===== config.mk =====
export PLATFORM = sky130hd
export DESIGN_NAME = hack_prog_loader
export DESIGN_NICKNAME = d
export VERILOG_FILES = /design/src/rtl/hack_prog_loader.sv
export SDC_FILE = /design/constraint.sdc
export NUM_CORES = 1
export LEC_CHECK = 0
export CAP_MARGIN = 20
export CORE_UTILIZATION = 41
export CTS_CLUSTER_DIAMETER = 80
export CTS_CLUSTER_SIZE = 40
export DETAILED_ROUTE_END_ITERATION = 7
export PLACE_DENSITY = 0.76
export SETUP_SLACK_MARGIN = 0.5
export SYNTH_ARGS = -nofsm -noshare
export SYNTH_HDL_FRONTEND = slang
export SYNTH_SLANG_ARGS = --single-unit
export TNS_END_PERCENT = 30

===== constraint.sdc =====
create_clock -name clk -period 1.7 [get_ports clk]
set_input_delay 0.17 -clock clk [delete_from_list [all_inputs] [get_ports clk]]
set_output_delay 0.17 -clock clk [all_outputs]
set_load 0.02 [all_outputs]

===== src/rtl/hack_prog_loader.sv =====
// hack_prog_loader: streams a program into instruction memory while holding the CPU in reset,
// then hands the ROM address over to the CPU program counter. Optional: LOADER_CHECKSUM_EN.
module hack_prog_loader #(
  parameter int ADDR_W    = 15,
  parameter int DATA_W    = 16,
  parameter int DEPTH     = 32768,
  parameter int BASE_ADDR = 0
) (
  input  logic              clk,
  input  logic              rst,
  input  logic              load_start,
  input  logic              in_valid,
  input  logic [DATA_W-1:0] in_data,
  input  logic              in_last,
  output logic              in_ready,
  input  logic [ADDR_W-1:0] pc,
  output logic [ADDR_W-1:0] rom_addr,
  output logic [DATA_W-1:0] rom_wdata,
  output logic              rom_we,
  output logic              cpu_rst,
  output logic              busy,
  output logic [ADDR_W:0]   word_count,
  output logic              ovf_err,
  output logic [DATA_W-1:0] checksum
);

  typedef enum logic [1:0] {IDLE, LOAD, RUN} state_t;

  localparam logic [ADDR_W:0]   DEPTH_C = (ADDR_W+1)'(DEPTH);
  localparam logic [ADDR_W-1:0] BASE_C  = ADDR_W'(BASE_ADDR);

  state_t            state;
  logic              finishing;
  logic [ADDR_W-1:0] wr_ptr;
  logic              full;
  logic              accept;

  // finishing marks the cycle in which the final word is being written, before RUN
  assign full     = (word_count >= DEPTH_C);
  assign in_ready = (state == LOAD) && !finishing && !full;
  assign busy     = (state == LOAD);
  assign accept   = in_valid && in_ready;

  always_ff @(posedge clk) begin
    if (rst) begin
      state      <= IDLE;
      finishing  <= 1'b0;
      cpu_rst    <= 1'b1;
      rom_we     <= 1'b0;
      rom_addr   <= BASE_C;
      rom_wdata  <= '0;
      wr_ptr     <= BASE_C;
      word_count <= '0;
      ovf_err    <= 1'b0;
    end else begin
      rom_we <= 1'b0;
      if (load_start) begin
        state      <= LOAD;
        finishing  <= 1'b0;
        cpu_rst    <= 1'b1;
        wr_ptr     <= BASE_C;
        word_count <= '0;
        ovf_err    <= 1'b0;
      end else begin
        case (state)
          IDLE: cpu_rst <= 1'b1;
          LOAD: begin
            if (finishing) begin
              state     <= RUN;
              finishing <= 1'b0;
              cpu_rst   <= 1'b0;
            end else if (accept) begin
              rom_we     <= 1'b1;
              rom_addr   <= wr_ptr;
              rom_wdata  <= in_data;
              wr_ptr     <= wr_ptr + 1'b1;
              word_count <= word_count + 1'b1;
              finishing  <= in_last;
            end else if (in_valid && full) begin
              // memory full: word is dropped, but a last marker still ends the load
              ovf_err <= 1'b1;
              if (in_last) begin
                state   <= RUN;
                cpu_rst <= 1'b0;
              end
            end
          end
          RUN: begin
            cpu_rst  <= 1'b0;
            rom_addr <= pc;
          end
          default: state <= IDLE;
        endcase
      end
    end
  end

`ifdef LOADER_CHECKSUM_EN
  always_ff @(posedge clk) begin
    if (rst || load_start) begin
      checksum <= '0;
    end else if (accept) begin
      checksum <= checksum + in_data;
    end
  end
`else
  assign checksum = '0;
`endif

endmodule


==> impl_metrics.json, run 1 <==
{
  "status": "finished, final reports clean",
  "cts_sinks": 68,
  "final_common_cell": "dfxtp_1",
  "power_mw": 3.45,
  "synth_fa_ha_area_share_pct": 2.88,
  "yosys_register_bits": 68,
  "globalRoute.totalOverflow": 0,
  "rsz0062_at_grt": "true",
  "drive_gt1_share_pct": 26.2,
  "critPathLaunchType": "flop",
  "cts-root-to-sink-buffers": 2,
  "die_w_um": 88.2,
  "cts_root_buf": "clkbuf_8",
  "num-nets-final": 527,
  "grt_pass1_vias": 2828,
  "final_antenna_net_count": 0,
  "routed-via-count": 2981,
  "fin_worst_skew_ps": 8.15,
  "clkTransAtPathRegs_ps": 70,
  "detail_route.first_pass.iterations": 4,
  "ys_warn_count": 0,
  "ios": 104,
  "grt_antenna_before_repair": 0,
  "p_leak_nw": 2.44,
  "drv_cap": 0,
  "clkLatencyLatePin_ps": 330,
  "synth_area_sq_um": 3040,
  "die_y_um": 88.2,
  "max_freq_mhz": 600,
  "synth_edf_count": 0,
  "grt_max_degree": 33,
  "finalSetupViolCount": 0,
  "rows": 31,
  "fin_tns_setup_ps": 0,
  "ys_seq_area_share_pct": 44.7,
  "finalHoldViolCount": 0,
  "numCtsBuffers": 9,
  "mostFrequentLayoutCells": "60 x dfxtp_1, 41 x nor2_1, 41 x nand2_1",
  "grt_pass1_wl_um": 13200,
  "min_period_over_period_pct": 98.1,
  "drc_errors": 0,
  "syn2layout_area_growth_pct": 62.3,
  "crit_required_ps": 1910,
  "path_class": "flop to flop",
  "gp_congestion": 0.784,
  "hpwl_um": 5280,
  "synth_top_family_by_area": "simple AND/OR/NAND/NOR gates",
  "wl_um": 8920,
  "die_area_sq_um": 7770,
  "antenna_cells": 0,
  "grt_use_total_pct": 22.2,
  "yosys.cell_types.count": 37,
  "vias_per_cell": 5.07,
  "ctsHtreeMaxLevel": 3,
  "drv_slew": 0,
  "holdPathStages": 3,
  "synth_compound_area_share_pct": 12.2,
  "hold_path_class": "input pin to flop",
  "synthArstFlopShare_pct": 0,
  "worst_slew_pin_slew_ps": 657,
  "synth-main-ff-cell": "dfxtp_1",
  "cp-end-kind": "flop",
  "worstRegToRegCells": 8,
  "core-area_sq_um": 7210,
  "r2r_setup_slack_ps": 30,
  "syn-instance-count": 357,
  "powerDensity_nw_per_um2": 698,
  "post-route-min-period_ps": 1670,
  "holdPathEnd": "rom_wdata[5]",
  "initial_core_util_pct": 42.2,
  "min-delay-start": "in_data[5]",
  "synthMuxAreaShare_pct": 5.26,
  "slew_headroom_pct": 56.2,
  "synthXorXnorAreaFrac_pct": 4.89,
  "r2r_end": "rom_wdata[6]",
  "cp_max_fo": 8,
  "synth_simple_gate_area_share_pct": 22.2,
  "io_buffers": 87,
  "cts_tree": "built",
  "synth.avg_cell_area_sq_um": 8.53,
  "r2r_start": "state[1]",
  "crit_arrival_ps": 1880,
  "drt_iter0_markers": 113,
  "avgRoutedWirePerCell_um": 15.2,
  "ir_drop_uv": 395
}
-- cell type report --
class	instances	area [sq um]
inverter	9	33.8
tap	99	124
sequential	68	1380
fill	560	2270
clock inverter	4	47.5
timing repair buffer	138	1440
multi-input combinational	258	1760
clock buffer	12	155
-- worst max path at each step --
stage,slack (ps),cells after the start,end,startpoint
after floorplan,-9,7,word_count[13],state[1]
after global placement,-110,5,word_count[13],in_valid
after CTS,70,6,word_count[13],state[1]
after global routing,-30,8,rom_addr[3],state[1]
after detailed placement,-140,5,word_count[13],in_valid
final,30,8,rom_wdata[6],state[1]
-- worst max-delay path, stage by stage, from the launching register on --
cell,delay (ps)
dfxtp_2,320
inv_2,60
ha_4,160
and4bb_2,320
buf_6,140
nand2b_4,80
bufbuf_16,280
nand2_1,80
a21oi_1,80
-- power by group --
group | switching (mW) | internal (mW) | total, mW
Combinational | 0.237 | 0.234 | 0.471
Clock | 0.585 | 0.753 | 1.34
Sequential | 0.0195 | 1.62 | 1.64
Total | 0.841 | 2.61 | 3.45
-- synth_stat cells (all sizes together) (7+ instances only) --
| cell | instances | area [sq um] |
|---|---|---|
| nand2 | 48 | 180 |
| dfxtp | 68 | 1360 |
| a211oi | 15 | 113 |
| clkbuf | 19 | 72.6 |
| mux2i | 16 | 160 |
| ha | 7 | 87.6 |
| inv | 9 | 33.8 |
| nor2 | 42 | 158 |
| xnor2 | 9 | 78.8 |
| nand3 | 10 | 50.1 |
| xor2 | 8 | 70.1 |
| buf | 18 | 130 |
| a21oi | 31 | 155 |
| o21ai | 7 | 35.0 |
-- flip-flops by register name (all words and copies together) (netlist names) --
| name | count |
|---|---|
| rom_we | 1 |
| state | 2 |
| rom_addr | 15 |
| ovf_err | 1 |
| word_count | 16 |
| finishing | 1 |
| cpu_rst | 1 |
| rom_wdata | 16 |
| wr_ptr | 15 |
-- logic make-up (layout without fill, tap and decap cells) --
group,Yosys count,in the layout
simple gates,140,140
flops,68,68
compound gates,62,62
buf+inv,46,163
xor+xnor,17,17
mux,16,16
fa+ha+maj,7,7
other cells,1,16
-- stage by stage --
stage          hold slack [ps]  setup WS, ps  utilization (%)  instance area (sq um)  cells
3_3_place_gp               442          -109             57.5                   4150    548
4_1_cts                    371          73.0             65.3                   4710    580
2_1_floorplan              287         -8.86                -                   3160    372
6_report                   381          32.6             68.5                   4940    588
3_5_place_dp               446          -140             57.5                   4150    548
5_1_grt                    390         -26.4             68.5                   4940    588
-- layer usage --
layer	global-route usage [%]	share of wire, %	vias up
met5	0	0	-
met2	39.3	52	101
met3	5.18	5.6	22
met1	25.0	40	1414
li1	-	-	1444
met4	10.9	2.5	0
-- repair_timing --
action	CTS	global route
cloned	5	0
resized for setup	54	82
pin swaps	18	17
setup buffers	11	8
setup endpoints to repair	120	119
hold buffers	0	0
endpoints found under the hold margin	0	0
(Power assumes the default switching activity.)
==> run 2: changes to the inputs <==
--- a/config.mk
+++ b/config.mk
@@ -12,6 +12,7 @@
 export DETAILED_ROUTE_END_ITERATION = 7
 export PLACE_DENSITY = 0.76
 export SETUP_SLACK_MARGIN = 0.5
+export SKIP_CTS_REPAIR_TIMING = 1
 export SYNTH_ARGS = -nofsm -noshare
 export SYNTH_HDL_FRONTEND = slang
 export SYNTH_SLANG_ARGS = --single-unit
==> run 2 against run 1 <==
Die area did not move; wire length fell by 10%; utilization fell by 3.4 points; combinational power fell by 8.5%; sequential cell count did not move; first-iteration DRC count fell by 0.88%; fmax rose by 0.88%; critical path depth fell by 2; via count fell by 4.5%; critical endpoint is now word_count[13].
==> impl_metrics.json, run 2 (synthesis results as in run 1) <==
{
  "status": "finished, final reports clean",
  "num-nets-final": 512,
  "p_int_mw": 2.58,
  "path_class": "flop to flop",
  "finalHoldViolCount": 0,
  "worstRegToRegCells": 6,
  "grt_use_total_pct": 18.9,
  "wl_um": 7990,
  "cts_sinks": 68,
  "grt_pass1_vias": 2592,
  "die_area_sq_um": 7770,
  "cp_max_fo": 6,
  "routed-via-count": 2847,
  "ios": 104,
  "comb_power_share_pct": 12.7,
  "fin_worst_skew_ps": 7.49,
  "grt_pass1_wl_um": 11600,
  "drive_gt1_share_pct": 20.7,
  "drt_iter0_markers": 112,
  "fin_tns_setup_ps": 0,
  "die_w_um": 88.2,
  "ctsHtreeMaxLevel": 3,
  "rsz0062_at_grt": "true",
  "cts-root-to-sink-buffers": 2,
  "gp_congestion": 0.784,
  "p_seq_share_pct": 48.2,
  "finalSetupViolCount": 0,
  "rows": 31,
  "r2r_setup_slack_ps": 50,
  "crit_required_ps": 1970,
  "holdPathStages": 3,
  "clkLatencyLatePin_ps": 330,
  "drv_slew": 0,
  "antenna_cells": 0,
  "cts_root_buf": "clkbuf_8",
  "drv_cap": 0,
  "p_leak_nw": 2.38,
  "hpwl_um": 5280,
  "fin_util_pct": 65.1,
  "r2r_start": "state[1]",
  "min_period_over_period_pct": 97.2,
  "switchingPower_mw": 0.815,
  "hold_path_class": "input pin to flop",
  "cp-end-kind": "flop",
  "grt_max_degree": 33,
  "clkTransAtPathRegs_ps": 70,
  "numCtsBuffers": 9,
  "power_mw": 3.40,
  "syn2layout_area_growth_pct": 54.3,
  "core-area_sq_um": 7210,
  "grt_antenna_before_repair": 0,
  "min-delay-start": "in_data[5]",
  "final_common_cell": "dfxtp_1",
  "ir_drop_uv": 392,
  "swShare_pct": 24.0,
  "die_y_um": 88.2,
  "globalRoute.totalOverflow": 0,
  "powerDensity_nw_per_um2": 723,
  "avgRoutedWirePerCell_um": 13.9,
  "fin_hold_ws_ps": 384,
  "mostFrequentLayoutCells": "60 x dfxtp_1, 46 x nand2_1, 42 x dlymetal6s2s_1",
  "crit_arrival_ps": 1930,
  "critPathLaunchType": "flop",
  "post-route-min-period_ps": 1650,
  "r2r_end": "word_count[13]",
  "max_freq_mhz": 605,
  "pwr-share-clk_pct": 39.1,
  "initial_core_util_pct": 42.2,
  "final_antenna_net_count": 0,
  "reg.largest.list": "rom_wdata (16), word_count (16)",
  "vias_per_cell": 4.97,
  "drc_errors": 0,
  "cts_tree": "built",
  "detail_route.first_pass.iterations": 4,
  "io_buffers": 87,
  "holdPathEnd": "rom_wdata[5]"
}
==> run 2: changes by cell type in the layout (fill, tap and decap cells not counted), sizes merged <==
cell	previous run	this run
buf	53	37
bufbuf	1	0
clkbuf	18	21
clkdlybuf4s15	1	0
clkdlybuf4s50	39	35
dlymetal6s2s	38	42
==> run 2: stage by stage <==
| stage | std cells | setup slack [ps] | instance area [sq um] |
|---|---|---|---|
| finish | 573 | 47.1 | 4700 |
| global route | 573 | -26.8 | 4700 |
| CTS | 564 | -253 | 4350 |
| detailed placement | 548 | -140 | 4150 |
| global placement | 548 | -109 | 4150 |
| floorplan | 372 | -8.86 | 3160 |
==> run 2: worst max-delay path, stage by stage (launching register included) <==
cell and delay (ps):
dfxtp_2 320, inv_2 70, ha_4 170, nand4bb_4 130
or2_4 290, or4_4 480, a21oi_2 130
==> run 2: cell type report <==
type / count / area (sq um)
fill: 599 / 2520
multi-input combinational: 258 / 1690
sequential: 68 / 1380
timing repair buffer: 123 / 1270
clock buffer: 12 / 155
tap: 99 / 124
clock inverter: 4 / 47.5
inverter: 9 / 33.8
==> run 2: per-layer routing <==
layer / track usage, % / routed length [um] / vias to the layer above / part of all wire (%)
li1: - / - / 1413 / -
met1: 22.3 / 3520 / 1325 / 44
met2: 32.9 / 3910 / 91 / 49
met3: 4.62 / 399 / 18 / 5.0
met4: 7.77 / 157 / 0 / 2.0
met5: 0 / 0 / - / 0
==> run 2: how the worst max path moves through the flow <==
stage | end | startpoint
global placement | word_count[13] | in_valid
global route | wr_ptr[10] | state[1]
CTS | in_ready | state[1]
detailed placement | word_count[13] | in_valid
finish | word_count[13] | state[1]
floorplan | word_count[13] | state[1]
==> run 2: power by group through the flow <==
| stage | registers [mW] | logic, mW | clock network [mW] |
|---|---|---|---|
| 6_report | 1.64 | 0.431 | 1.33 |
| 5_1_grt | 1.64 | 0.461 | 1.43 |
| 3_5_place_dp | 1.68 | 0.383 | 0 |
| 4_1_cts | 1.64 | 0.387 | 1.36 |
| 2_1_floorplan | 1.72 | 0.186 | 0 |
| 3_3_place_gp | 1.68 | 0.378 | 0 |
